### src/rtl/traffic_phase_sequencer_if.sv
// Signal bundle between the per-approach sensor combiners, the phase sequencer and the lamp
// drivers.
//   phase_req      : one traffic request per phase (bit i = any sensor of phase i)
//   preempt        : level-sensitive emergency preempt
//   preempt_phase  : phase to force green while preempt is high (>= NPHASE is ignored)
//   phase_light    : lamp colour per phase, 2 bits each, encoded 0=red 1=yellow 2=green
//                    (same order as the colors type the lamp drivers use)
//   cur_phase      : phase currently green/yellow, or last served phase during all-red
//   preempt_active : high while the green phase is held by preempt
// The master modport is the requester/observer side; the slave modport is the sequencer.
interface traffic_phase_sequencer_if #(
  parameter int unsigned NPHASE = 5,
  parameter int unsigned PW     = $clog2(NPHASE)
);
  logic [NPHASE-1:0]      phase_req;
  logic                   preempt;
  logic [PW-1:0]          preempt_phase;
  logic [NPHASE-1:0][1:0] phase_light;
  logic [PW-1:0]          cur_phase;
  logic                   preempt_active;

  modport master (
    output phase_req, preempt, preempt_phase,
    input  phase_light, cur_phase, preempt_active
  );

  modport slave (
    input  phase_req, preempt, preempt_phase,
    output phase_light, cur_phase, preempt_active
  );
endinterface

### src/rtl/traffic_phase_sequencer.sv
// Sequences NPHASE mutually exclusive signal phases through GREEN -> YELLOW -> ALLRED with
// round-robin service and emergency preempt.
//   clk    : clock
//   reset  : asynchronous, active-high reset
//   bus_io : traffic_phase_sequencer_if.slave (requests/preempt in, lamps/status out)
// Outputs are Moore: decoded from the registered state, current phase and preempt flag.
module traffic_phase_sequencer #(
  parameter int unsigned NPHASE     = 5,
  parameter int unsigned VACANT_CYC = 4,
  parameter int unsigned MAX_GREEN  = 9,
  parameter int unsigned YELLOW_CYC = 2,
  parameter int unsigned ALLRED_CYC = 1,
  parameter int unsigned PW         = $clog2(NPHASE)
) (
  input  logic                       clk,
  input  logic                       reset,
  traffic_phase_sequencer_if.slave   bus_io
);

  localparam int unsigned Max01  = (VACANT_CYC > MAX_GREEN) ? VACANT_CYC : MAX_GREEN;
  localparam int unsigned Max23  = (YELLOW_CYC > ALLRED_CYC) ? YELLOW_CYC : ALLRED_CYC;
  localparam int unsigned MaxCyc = (Max01 > Max23) ? Max01 : Max23;
  localparam int unsigned CW     = $clog2(MaxCyc + 1);

  localparam logic [CW-1:0] VacLast  = CW'(VACANT_CYC - 1);
  localparam logic [CW-1:0] WaitLast = CW'(MAX_GREEN - 1);
  localparam logic [CW-1:0] YelLast  = CW'(YELLOW_CYC - 1);
  localparam logic [CW-1:0] ArLast   = CW'(ALLRED_CYC - 1);

  localparam logic [1:0] LampRed    = 2'd0;
  localparam logic [1:0] LampYellow = 2'd1;
  localparam logic [1:0] LampGreen  = 2'd2;

  typedef enum logic [1:0] {StGreen, StYellow, StAllRed} state_e;

  state_e        state_q, state_d;
  logic [PW-1:0] cur_q, cur_d;
  logic [CW-1:0] vac_q, vac_d;
  logic [CW-1:0] wait_q, wait_d;
  logic [CW-1:0] tmr_q, tmr_d;
  logic          pre_q, pre_d;

  logic          pp_vld;
  logic          own_req;
  logic          other_req;
  logic          grant_vld;
  logic [PW-1:0] grant_idx;
  int unsigned   scan_idx;
  logic [PW-1:0] scan_pw;

  assign pp_vld    = bus_io.preempt && (32'(bus_io.preempt_phase) < NPHASE);
  assign own_req   = bus_io.phase_req[cur_q];
  assign other_req = (bus_io.phase_req & ~(NPHASE'(1) << cur_q)) != '0;

  // Round-robin scan starting after the last served phase and ending with it.
  always_comb begin
    grant_vld = 1'b0;
    grant_idx = cur_q;
    scan_idx  = 0;
    scan_pw   = '0;
    for (int unsigned k = 1; k <= NPHASE; k++) begin
      scan_idx = (32'(cur_q) + k) % NPHASE;
      scan_pw  = PW'(scan_idx);
      if (!grant_vld && bus_io.phase_req[scan_pw]) begin
        grant_vld = 1'b1;
        grant_idx = scan_pw;
      end
    end
  end

  always_comb begin
    state_d = state_q;
    cur_d   = cur_q;
    vac_d   = vac_q;
    wait_d  = wait_q;
    tmr_d   = tmr_q;
    pre_d   = pre_q;
    case (state_q)
      StGreen: begin
        if (pp_vld && (bus_io.preempt_phase != cur_q)) begin
          state_d = StYellow;
          tmr_d   = '0;
          pre_d   = 1'b0;
        end else if (pp_vld) begin
          // Held by preempt: counters frozen, exit conditions ignored.
          pre_d = 1'b1;
        end else if (pre_q) begin
          // Preempt just released: this cycle only clears, timing restarts next cycle.
          pre_d  = 1'b0;
          vac_d  = '0;
          wait_d = '0;
        end else if ((!own_req && vac_q == VacLast) || (other_req && wait_q == WaitLast)) begin
          state_d = StYellow;
          tmr_d   = '0;
        end else begin
          vac_d  = own_req ? '0 : ((vac_q != '1) ? vac_q + 1'b1 : vac_q);
          wait_d = other_req ? ((wait_q != '1) ? wait_q + 1'b1 : wait_q) : '0;
        end
      end
      StYellow: begin
        if (tmr_q == YelLast) begin
          state_d = StAllRed;
          tmr_d   = '0;
        end else begin
          tmr_d = tmr_q + 1'b1;
        end
      end
      StAllRed: begin
        if (tmr_q != ArLast) begin
          tmr_d = tmr_q + 1'b1;
        end else if (pp_vld || grant_vld) begin
          state_d = StGreen;
          cur_d   = pp_vld ? bus_io.preempt_phase : grant_idx;
          pre_d   = pp_vld;
          vac_d   = '0;
          wait_d  = '0;
          tmr_d   = '0;
        end
      end
      default: begin
        state_d = StAllRed;
        tmr_d   = '0;
      end
    endcase
  end

  always_ff @(posedge clk or posedge reset) begin
    if (reset) begin
      state_q <= StAllRed;
      cur_q   <= PW'(NPHASE - 1);
      vac_q   <= '0;
      wait_q  <= '0;
      tmr_q   <= '0;
      pre_q   <= 1'b0;
    end else begin
      state_q <= state_d;
      cur_q   <= cur_d;
      vac_q   <= vac_d;
      wait_q  <= wait_d;
      tmr_q   <= tmr_d;
      pre_q   <= pre_d;
    end
  end

  logic [NPHASE-1:0][1:0] lights;

  always_comb begin
    lights = {NPHASE{LampRed}};
    case (state_q)
      StGreen:  lights[cur_q] = LampGreen;
      StYellow: lights[cur_q] = LampYellow;
      default:  lights = {NPHASE{LampRed}};
    endcase
  end

  assign bus_io.phase_light    = lights;
  assign bus_io.cur_phase      = cur_q;
  assign bus_io.preempt_active = pre_q;

endmodule

### src/flat_wrapper.sv
// flat-port wrapper written by rule: the top's interface ports become plain ports
module traffic_phase_sequencer_flat 
#(
  parameter int unsigned NPHASE     = 5,
  parameter int unsigned VACANT_CYC = 4,
  parameter int unsigned MAX_GREEN  = 9,
  parameter int unsigned YELLOW_CYC = 2,
  parameter int unsigned ALLRED_CYC = 1,
  parameter int unsigned PW         = $clog2(NPHASE)
)
  (clk, reset, bus_io_phase_req, bus_io_preempt, bus_io_preempt_phase, bus_io_phase_light, bus_io_cur_phase, bus_io_preempt_active);
  traffic_phase_sequencer_if #(.NPHASE(NPHASE), .PW(PW)) bus_io_i ();
  input  logic clk;
  input  logic reset;
  input wire logic [$bits(bus_io_i.phase_req)-1:0] bus_io_phase_req;
  input wire logic [$bits(bus_io_i.preempt)-1:0] bus_io_preempt;
  input wire logic [$bits(bus_io_i.preempt_phase)-1:0] bus_io_preempt_phase;
  output wire logic [$bits(bus_io_i.phase_light)-1:0] bus_io_phase_light;
  output wire logic [$bits(bus_io_i.cur_phase)-1:0] bus_io_cur_phase;
  output wire logic [$bits(bus_io_i.preempt_active)-1:0] bus_io_preempt_active;
  assign bus_io_i.phase_req = bus_io_phase_req;
  assign bus_io_i.preempt = bus_io_preempt;
  assign bus_io_i.preempt_phase = bus_io_preempt_phase;
  assign bus_io_phase_light = bus_io_i.phase_light;
  assign bus_io_cur_phase = bus_io_i.cur_phase;
  assign bus_io_preempt_active = bus_io_i.preempt_active;
  traffic_phase_sequencer #(.NPHASE(NPHASE), .VACANT_CYC(VACANT_CYC), .MAX_GREEN(MAX_GREEN), .YELLOW_CYC(YELLOW_CYC), .ALLRED_CYC(ALLRED_CYC), .PW(PW)) u_core (.clk(clk), .reset(reset), .bus_io(bus_io_i));
endmodule
### config.mk
export PLATFORM = sky130hd
export DESIGN_NAME = traffic_phase_sequencer_flat
export DESIGN_NICKNAME = d
export VERILOG_FILES = /design/src/rtl/traffic_phase_sequencer_if.sv /design/src/rtl/traffic_phase_sequencer.sv /design/src/flat_wrapper.sv
export SDC_FILE = /design/constraint.sdc
export NUM_CORES = 1
export LEC_CHECK = 0
export CAP_MARGIN = 20
export CORE_ASPECT_RATIO = 1.2
export CORE_UTILIZATION = 45
export DETAILED_ROUTE_END_ITERATION = 8
export SYNTH_ARGS = -nofsm -noshare
export SYNTH_HDL_FRONTEND = slang
export SYNTH_SLANG_ARGS = --single-unit
### constraint.sdc
create_clock -name clk -period 6.72 [get_ports clk]
set_clock_uncertainty 0.05 [all_clocks]
set_input_delay 1.344 -clock clk [delete_from_list [all_inputs] [get_ports clk]]
set_output_delay 1.344 -clock clk [all_outputs]
set_load 0.005 [all_outputs]
==> results of run 1 <==
kinds of logic (layout without fill, tap and decap cells):
group,Yosys count,in the layout,share of synthesized area [%]
AND/OR/NAND/NOR,149,149,24.9
AO/OA/AOI/OAI,128,128,29.1
buffers and inverters,55,67,7.06
adder cells (fa/ha/maj),37,37,14.6
multiplexers,19,19,7.33
flip-flops,18,18,14.0
XOR/XNOR,11,11,2.99
Yosys cell counts (4+ instances only):
master | instances | area, µm²
dfrtp_1 | 16 | 400
or3_1 | 5 | 31.3
a21o_1 | 4 | 30.0
nor4_1 | 6 | 37.5
ha_1 | 36 | 450
mux2i_1 | 9 | 90.1
a21oi_1 | 23 | 115
a31oi_1 | 8 | 50.1
nor2b_1 | 7 | 43.8
inv_1 | 36 | 135
clkbuf_1 | 11 | 41.3
o31ai_1 | 4 | 30.0
mux2_2 | 4 | 45.0
and3_1 | 13 | 81.3
nand3_1 | 8 | 40.0
nor3_1 | 10 | 50.1
a211oi_1 | 7 | 52.6
nand2b_1 | 12 | 75.1
buf_2 | 5 | 25.0
xnor2_1 | 10 | 87.6
o21ai_0 | 15 | 75.1
nor2_1 | 25 | 93.8
and2_1 | 9 | 56.3
nand4_1 | 6 | 37.5
a2111oi_0 | 6 | 52.6
nand2_1 | 33 | 124
o22ai_1 | 8 | 50.1
per-layer routing:
metal / track usage [%] / wire (µm) / vias up
met3: 1.55 / 292 / 14
met1: 29.2 / 3870 / 1518
met5: 0 / 0 / -
met2: 49.6 / 4750 / 67
li1: - / - / 1591
met4: 7.88 / 166 / 0
final cells by class:
type | instances | area, µm² | area share [%]
clock buffer | 4 | 55.1 | 1.55
inverter | 36 | 135 | 3.79
sequential | 18 | 453 | 12.7
multi-input combinational | 344 | 2550 | 71.5
tap | 87 | 109 | 3.06
timing repair buffer | 27 | 263 | 7.38
sequential cells by signal, indices dropped and copies added, names as in the netlist:
signal	flops
u_core.tmr_q	4
u_core.vac_q	4
u_core.wait_q	4
u_core.bus_io.cur_phase	3
u_core.state_q	2
u_core.bus_io.preempt_active	1
worst register-to-register path, cell delays in order (launching register included):
cell and delay [ns]:
dfstp_2 0.79, inv_1 0.24, ha_1 0.47, inv_1 0.18
ha_1 0.25, o32ai_1 0.27, xnor2_1 0.31, ha_1 0.38
or2_2 0.31, a2111oi_0 0.37, nor3_1 0.10, a22oi_1 0.21
o32ai_2 0.17, nor3b_2 0.30, a41o_1 0.42, a21boi_2 0.12
mux2_1 0.33
worst max-delay path by stage:
stage	slack [ns]	start	endpoint
floorplan	1.72	u_core.bus_io.cur_phase[0]	u_core.vac_q[0]
global placement	1.48	u_core.bus_io.cur_phase[1]	u_core.vac_q[0]
detailed placement	1.37	u_core.bus_io.cur_phase[1]	u_core.wait_q[0]
finish	1.34	u_core.bus_io.cur_phase[2]	u_core.wait_q[0]
global route	0.91	u_core.bus_io.cur_phase[1]	u_core.vac_q[0]
CTS	1.34	u_core.bus_io.cur_phase[1]	u_core.wait_q[0]
stage by stage:
stage                     hold slack (ns)  area, µm²
final                               0.476       3560
after global routing                0.492       3560
after CTS                           0.479       3560
after detailed placement            0.465       3510
after global placement              0.445       3510
after floorplan                     0.432       3230
layout by cell type, fill, tap and decap left out, drive strengths merged, types with 4 or more instances in the layout:
cell type / n
nor4: 7
and3: 13
a211oi: 7
nand2b: 12
clkbuf: 4
a21oi: 25
dfrtp: 16
xnor2: 10
or2: 4
o22ai: 8
ha: 36
a31oi: 8
a21o: 4
o31ai: 5
mux2i: 9
nand4: 6
inv: 36
or3: 5
and2: 9
o21ai: 17
nor2: 25
nand3: 8
o32ai: 4
nand2: 33
clkdlybuf4s50: 24
nor3: 10
nor2b: 7
mux2: 7
a2111oi: 7
==> reports/results.ini, run 1 <==
[outcome]
outcome=finished, final reports clean

[finish]
instances_no_fill=516
drive_above_1_share_pct=6.76
area_growth_pct=10.4
final_nets=478
diodes=0
nFillCells=683
utilization_pct=51.6

[logic_synthesis]
yosys_register_bits=18
synth_edf_count=0
ys_warn_count=0
seq_area_frac_synth_pct=14.0
ys_async_sr_fraction_pct=100
ys.flop_type=dfrtp_1
syn_area_per_cell_um2=7.74
synth_area_um2=3230
synthCells=417
synth_cell_types=79
synth_nets=465

[global_route]
grt_max_degree=26
grt-ovfl-total=0
track_usage_pct=25.5
antenna_found_initial=0
grt_pass1_vias=3140
grt_pass1_wl_mm=15.2

[routing]
wl_mm=9.07
num_vias=3190
drt_iter0_markers=179
dr.pass1.iters=5
drc=0
avgRoutedWirePerCell_um=17.6
vias_per_cell=6.18
ant_nets=0

[worst_setup_path]
rr_startpoint=u_core.bus_io.cur_phase[2]
cp_slowest_cell=dfstp_2
critical_path.max_stage_delay_ns=0.79
path_depth=16
crit_fanout=19
critPathRequiredTime_ns=6.82
rrSetupSlack_ns=1.34
crit_chain=inv_1, ha_1, inv_1, ha_1, o32ai_1, xnor2_1, ha_1, or2_2, a2111oi_0, nor3_1, a22oi_1, o32ai_2, nor3b_2, a41o_1, a21boi_2, mux2_1
reg2reg_depth=16
critPathCaptureType=flip-flop
r2r-end=u_core.wait_q[0]
cp.buffers_inverters=2
crit_family=compound AO/OA/AOI/OAI gates
startpoint_type=flip-flop
critPathKind=reg2reg
cp_common_cell=ha_1
cp.arrival_ns=5.48

[hold_path]
whs_endpoint=u_core.vac_q[1]
holdPathStages=1
worstHoldStart=u_core.vac_q[1]
hp-class=reg2reg

[sta]
fin_crit_sh_pct=80.1
rsz0062_at_grt=no
setup_ws_ns=1.34
hold_violations=0
tns_ns=0
final-setup-viol-count=0
worst-slew-pin-transition_ns=0.737
layout_min_cycle_time_ns=5.38
slew-limit-headroom_pct=49.5
fmax_mhz=186
final-max-slew-violation-count=0

[floorplan]
fp.dieH_um=94.8
initial_core_util_pct=46.8
fp.dieArea_um2=7510
core_area_um2=6900
core.rowCount=33
die_w_um=79.3
io_pins=25

[flow_run]
maxCapViolCount=0

[clock_network]
postCtsSetupBuffers=0
htreeDepth=1
clock_latency_ns=0.26
cts_hold_buf=0
cts-root-buf=clkbuf_8
cts_resized=0
clk_pin_slew_ns=0.08
cts_tree=yes
clock_path_buffers=2
numCtsBuffers=3
cts.sinks=18

[placed_design]
finalWeightedCongestion=0.855
dp.cells=512
preCtsSetupSlack_ns=1.37
dpl.hpwl_mm=7.13
numPortBuffers=24

Power of run 1 is left out: the tool's default activity adds up to more than one toggle a clock period on the data nets, which glitch-free logic cannot reach.
==> run 2: changes to the inputs <==
--- a/config.mk
+++ b/config.mk
@@ -9,6 +9,7 @@
 export CORE_ASPECT_RATIO = 1.2
 export CORE_UTILIZATION = 45
 export DETAILED_ROUTE_END_ITERATION = 8
+export PLACE_DENSITY = 0.67
 export SYNTH_ARGS = -nofsm -noshare
 export SYNTH_HDL_FRONTEND = slang
 export SYNTH_SLANG_ARGS = --single-unit
==> constraint.sdc (replaced) <==
create_clock -name clk -period 4.83 [get_ports clk]
set_clock_uncertainty 0.05 [all_clocks]
set_input_delay 0.966 -clock clk [delete_from_list [all_inputs] [get_ports clk]]
set_output_delay 0.966 -clock clk [all_outputs]
set_load 0.005 [all_outputs]
==> reports/results.ini, run 2 (synthesized netlist as in run 1, its figures left out) <==
[outcome]
outcome=finished, final reports clean  ; unchanged

[sta]
fin_crit_sh_pct=96.1  ; was 80.1%
final-max-slew-violation-count=0  ; unchanged
tns_ns=0  ; unchanged
fmax_mhz=216  ; was 186 MHz
worst-slew-pin-transition_ns=0.714  ; was 0.737 ns
hold_violations=0  ; unchanged
final-setup-viol-count=0  ; unchanged
rsz0062_at_grt=no  ; unchanged
layout_min_cycle_time_ns=4.64  ; was 5.38 ns
slew-limit-headroom_pct=52.3  ; was 49.5%

[floorplan]
initial_core_util_pct=46.8  ; unchanged
fp.dieH_um=94.8  ; unchanged
die_w_um=79.3  ; unchanged
fp.dieArea_um2=7510  ; unchanged
core.rowCount=33  ; unchanged
io_pins=25  ; unchanged
core_area_um2=6900  ; unchanged

[routing]
drt_iter0_markers=250  ; was 179
dr.pass1.iters=5  ; unchanged
num_vias=3288  ; was 3190
drc=0  ; unchanged
avgRoutedWirePerCell_um=17.6  ; about the same
vias_per_cell=6.25  ; was 6.18
ant_nets=0  ; unchanged
wl_mm=9.28  ; was 9.07 mm

[placed_design]
numPortBuffers=24  ; unchanged
finalWeightedCongestion=0.929  ; was 0.855
dpl.hpwl_mm=7.30  ; was 7.13 mm

[finish]
diodes=0  ; unchanged
largestRegisters=u_core.tmr_q x4, u_core.vac_q x4, u_core.wait_q x4  ; unchanged
final_cell_mix=inv_1 (36), ha_1 (36), nand2_1 (33), nor2_1 (25), clkdlybuf4s50_1 (24)  ; unchanged
area_growth_pct=13.4  ; was 10.4%
final_nets=488  ; was 478
drive_above_1_share_pct=9.34  ; was 6.76%
nFillCells=664  ; was 683

[worst_setup_path]
cp_common_cell=ha_1  ; unchanged
cp.arrival_ns=4.73  ; was 5.48 ns
startpoint_type=flip-flop  ; unchanged
crit_fanout=7  ; was 19
critPathKind=reg2reg  ; unchanged
critical_path.max_stage_delay_ns=0.44  ; was 0.79 ns
cp_slowest_cell=dfrtp_1  ; was dfstp_2
rrSetupSlack_ns=0.19  ; was 1.34 ns
critPathCaptureType=flip-flop  ; unchanged
crit_chain=ha_1, ha_1, inv_1, ha_1, o32ai_2, xnor2_2, ha_1, or2_2, a2111oi_1, nor3_1, a22oi_1, o32ai_2, nor3b_2, a41oi_2, o21ai_2, mux2_1  ; was inv_1, ha_1, inv_1, ha_1, o32ai_1, xnor2_1, ha_1, or2_2, a2111oi_0, nor3_1, a22oi_1, o32ai_2, nor3b_2, a41o_1, a21boi_2, mux2_1
critPathRequiredTime_ns=4.92  ; was 6.82 ns

[clock_network]
numCtsBuffers=3  ; unchanged
clock_path_buffers=2  ; unchanged
clock_latency_ns=0.26  ; about the same
postCtsSetupBuffers=0  ; unchanged
cts-root-buf=clkbuf_8  ; unchanged
cts_tree=yes  ; unchanged
cts.sinks=18  ; unchanged
clk_pin_slew_ns=0.07  ; was 0.08 ns
htreeDepth=1  ; unchanged

[global_route]
grt_pass1_vias=3218  ; was 3140
track_usage_pct=25.8  ; was 25.5%
grt_pass1_wl_mm=15.3  ; was 15.2 mm
grt-ovfl-total=0  ; unchanged
antenna_found_initial=0  ; unchanged
grt_max_degree=41  ; was 26

[flow_run]
maxCapViolCount=0  ; unchanged

[hold_path]
hp-class=reg2reg  ; unchanged

run 2: final cells by class:
type	instances	area (µm²)	share of cell area, %
multi-input combinational	344	2570	70.2
sequential	18	453	12.4
timing repair buffer	37	338	9.23
inverter	36	135	3.69
tap	87	109	2.97
clock buffer	4	55.1	1.50
run 2: worst paths after layout:
path,endpoint,depth (start not counted),startpoint
setup / recovery,u_core.vac_q[0],16,u_core.bus_io.cur_phase[1]
hold / removal,u_core.tmr_q[3],1,u_core.tmr_q[3]
setup reg to reg,u_core.vac_q[0],16,u_core.bus_io.cur_phase[1]
hold reg to reg,u_core.tmr_q[3],1,u_core.tmr_q[3]
max in group asynchronous,u_core.tmr_q[0],2,reset
min in group asynchronous,u_core.state_q[0],2,reset
run 2: what timing repair did:
item	in CTS	in global routing
hold buffers	0	0
gates resized for setup	0	4
setup endpoints to repair	0	13
run 2: critical path, delay by kind of cell (launching register included):
kind,cells,cell delay (ns)
buffers and inverters,1,0.07
AOI/OAI and AO/OA,6,1.55
adders and majority gates,4,1.19
DFF,1,0.44
muxes,1,0.34
xor gates and xnor gates,1,0.18
and+or+nand+nor,3,0.70
run 2: routing by layer:
layer,track usage (%),wire (µm),up-vias
met5,0,0,-
met2,46.1,4650,128
met4,11.8,363,0
li1,-,-,1601
met1,31.1,3880,1531
met3,2.13,389,28
run 2: stage by stage:
step | instances | setup WS (ns) | hold slack, ns | cell area [µm²] | util, %
6_report | 526 | 0.190 | 0.468 | 3660 | 53.1
5_1_grt | 526 | 0.00819 | 0.488 | 3660 | 53.1
4_1_cts | 526 | 0.0740 | 0.476 | 3640 | 52.7
3_5_place_dp | 522 | 0.0868 | 0.465 | 3580 | 51.9
3_3_place_gp | 522 | 0.279 | 0.453 | 3580 | 51.9
2_1_floorplan | 417 | 0.00183 | 0.432 | 3230 | -
Power of run 2 is left out for the same reason.
==> run 3: changes to the inputs <==
--- a/config.mk
+++ b/config.mk
@@ -9,7 +9,7 @@
 export CORE_ASPECT_RATIO = 1.2
 export CORE_UTILIZATION = 45
 export DETAILED_ROUTE_END_ITERATION = 8
-export PLACE_DENSITY = 0.67
+export PLACE_DENSITY = 0.65
 export SYNTH_ARGS = -nofsm -noshare
 export SYNTH_HDL_FRONTEND = slang
 export SYNTH_SLANG_ARGS = --single-unit
==> reports/results.ini, run 3 (synthesized netlist as in run 1, its figures left out) <==
[outcome]
outcome=finished, final reports clean  ; unchanged

[worst_setup_path]
startpoint_type=flip-flop  ; unchanged
crit_fanout=6  ; was 7
critPathKind=reg2reg  ; unchanged
r2r-end=u_core.vac_q[1]  ; was u_core.vac_q[0]
reg2reg_depth=16  ; unchanged
critPathRequiredTime_ns=4.92  ; about the same
cp.arrival_ns=4.59  ; was 4.73 ns
rrSetupSlack_ns=0.33  ; was 0.19 ns
critPathCaptureType=flip-flop  ; unchanged
rr_startpoint=u_core.bus_io.cur_phase[0]  ; was u_core.bus_io.cur_phase[1]

[global_route]
grtUsageMet3_pct=2.32  ; was 2.13%
grt_max_degree=28  ; was 41
grt_util_met2_pct=50.9  ; was 46.1%
busiest_layer=met2  ; unchanged
grt_pass1_vias=3277  ; was 3218
track_usage_pct=26.4  ; was 25.8%
antenna_found_initial=0  ; unchanged
grt_pass1_wl_mm=15.5  ; was 15.3 mm
grt-ovfl-total=0  ; unchanged
grt.met1_usage_pct=29.0  ; was 31.1%

[sta]
slew-limit-headroom_pct=54.9  ; was 52.3%
tns_ns=0  ; unchanged
worst-slew-pin-transition_ns=0.668  ; was 0.714 ns
hold_violations=0  ; unchanged
fmax_mhz=222  ; was 216 MHz
fin_crit_sh_pct=93.1  ; was 96.1%
layout_min_cycle_time_ns=4.50  ; was 4.64 ns
rsz0062_at_grt=no  ; unchanged
final-setup-viol-count=0  ; unchanged
final-max-slew-violation-count=0  ; unchanged

[routing]
dr.pass1.iters=5  ; unchanged
num_vias=3364  ; was 3288
ant_nets=0  ; unchanged
drt_iter0_markers=203  ; was 250
avgRoutedWirePerCell_um=18.0  ; was 17.6 µm
vias_per_cell=6.38  ; was 6.25
drc=0  ; unchanged
wl_mm=9.49  ; was 9.28 mm

[clock_network]
htreeDepth=1  ; unchanged
cts_resized=0  ; unchanged
clock_latency_ns=0.25  ; was 0.26 ns
clk_pin_slew_ns=0.07  ; about the same
postCtsSetupBuffers=0  ; unchanged
cts_hold_buf=0  ; unchanged
cts-root-buf=clkbuf_8  ; unchanged
clock_path_buffers=2  ; unchanged
cts.sinks=18  ; unchanged
numCtsBuffers=3  ; unchanged
cts_tree=yes  ; unchanged

[floorplan]
fp.dieArea_um2=7510  ; unchanged
core.rowCount=33  ; unchanged
initial_core_util_pct=46.8  ; unchanged
core_area_um2=6900  ; unchanged
die_w_um=79.3  ; unchanged
fp.dieH_um=94.8  ; unchanged
io_pins=25  ; unchanged

[hold_path]
worstHoldStart=u_core.state_q[1]  ; was u_core.tmr_q[3]
whs_endpoint=u_core.state_q[1]  ; was u_core.tmr_q[3]
hp-class=reg2reg  ; unchanged
holdPathStages=1  ; unchanged

[finish]
final_cell_mix=inv_1 (36), ha_1 (36), nand2_1 (33), nor2_1 (25), clkdlybuf4s50_1 (24)  ; unchanged
drive_above_1_share_pct=8.86  ; was 9.34%
area_growth_pct=12.6  ; was 13.4%
final_nets=489  ; was 488
diodes=0  ; unchanged
largestRegisters=u_core.tmr_q x4, u_core.vac_q x4, u_core.wait_q x4  ; unchanged

[placed_design]
finalWeightedCongestion=0.994  ; was 0.929
dpl.hpwl_mm=7.50  ; was 7.30 mm
numPortBuffers=24  ; unchanged

[flow_run]
maxCapViolCount=0  ; unchanged

-- run 3: cell types whose count changed in the layout (fill, tap and decap cells not counted) --
cell       change
clkbuf_1       +1
a2111oi_0      +1
a21oi_2        +1
clkbuf_8       -1
buf_4          +1
o32ai_2        -1
a2111oi_1      -1
xnor2_2        -1
o32ai_1        +1
a21oi_4        -1
xnor2_1        +1
-- run 3: how the worst max path moves through the flow --
stage	startpoint	end
global placement	u_core.bus_io.cur_phase[0]	u_core.vac_q[1]
CTS	u_core.bus_io.cur_phase[0]	u_core.vac_q[1]
global route	u_core.bus_io.cur_phase[1]	u_core.vac_q[0]
floorplan	u_core.bus_io.cur_phase[0]	u_core.vac_q[0]
detailed placement	u_core.bus_io.cur_phase[0]	u_core.vac_q[1]
finish	u_core.bus_io.cur_phase[0]	u_core.vac_q[1]
-- run 3: area by class of cell --
type	instances	area [µm²]
timing repair buffer	38	345
tap	87	109
clock buffer	4	45.0
fill	654	3260
sequential	18	453
multi-input combinational	344	2550
inverter	36	135
-- run 3: through the flow --
stage | hold slack, ns | cell area, µm² | std cells | utilization (%) | worst slack (ns)
2_1_floorplan | 0.432 | 3230 | 417 | - | 0.00183
3_3_place_gp | 0.445 | 3590 | 523 | 52.0 | 0.475
3_5_place_dp | 0.464 | 3590 | 523 | 52.0 | 0.383
4_1_cts | 0.477 | 3630 | 527 | 52.7 | 0.365
5_1_grt | 0.488 | 3630 | 527 | 52.7 | 0.0428
6_report | 0.479 | 3630 | 527 | 52.7 | 0.335
-- run 3: worst max-delay path, stage by stage, from the launching register on --
cell and delay [ns]:
dfrtp_1 0.40, ha_1 0.27, ha_1 0.32, inv_1 0.06, ha_1 0.20, o32ai_1 0.29
xnor2_1 0.15, ha_1 0.37, or2_2 0.30, a2111oi_0 0.37, nor3_1 0.10, a22oi_1 0.22
o32ai_2 0.17, nor3b_2 0.29, a41oi_2 0.21, o21ai_2 0.26, mux2_1 0.35
-- run 3: per-layer routing --
layer | vias to the layer above | share of wire [%]
li1 | 1610 | -
met1 | 1607 | 41
met2 | 114 | 52
met3 | 33 | 3.7
met4 | 0 | 3.6
met5 | - | 0
Power of run 3 is left out for the same reason.
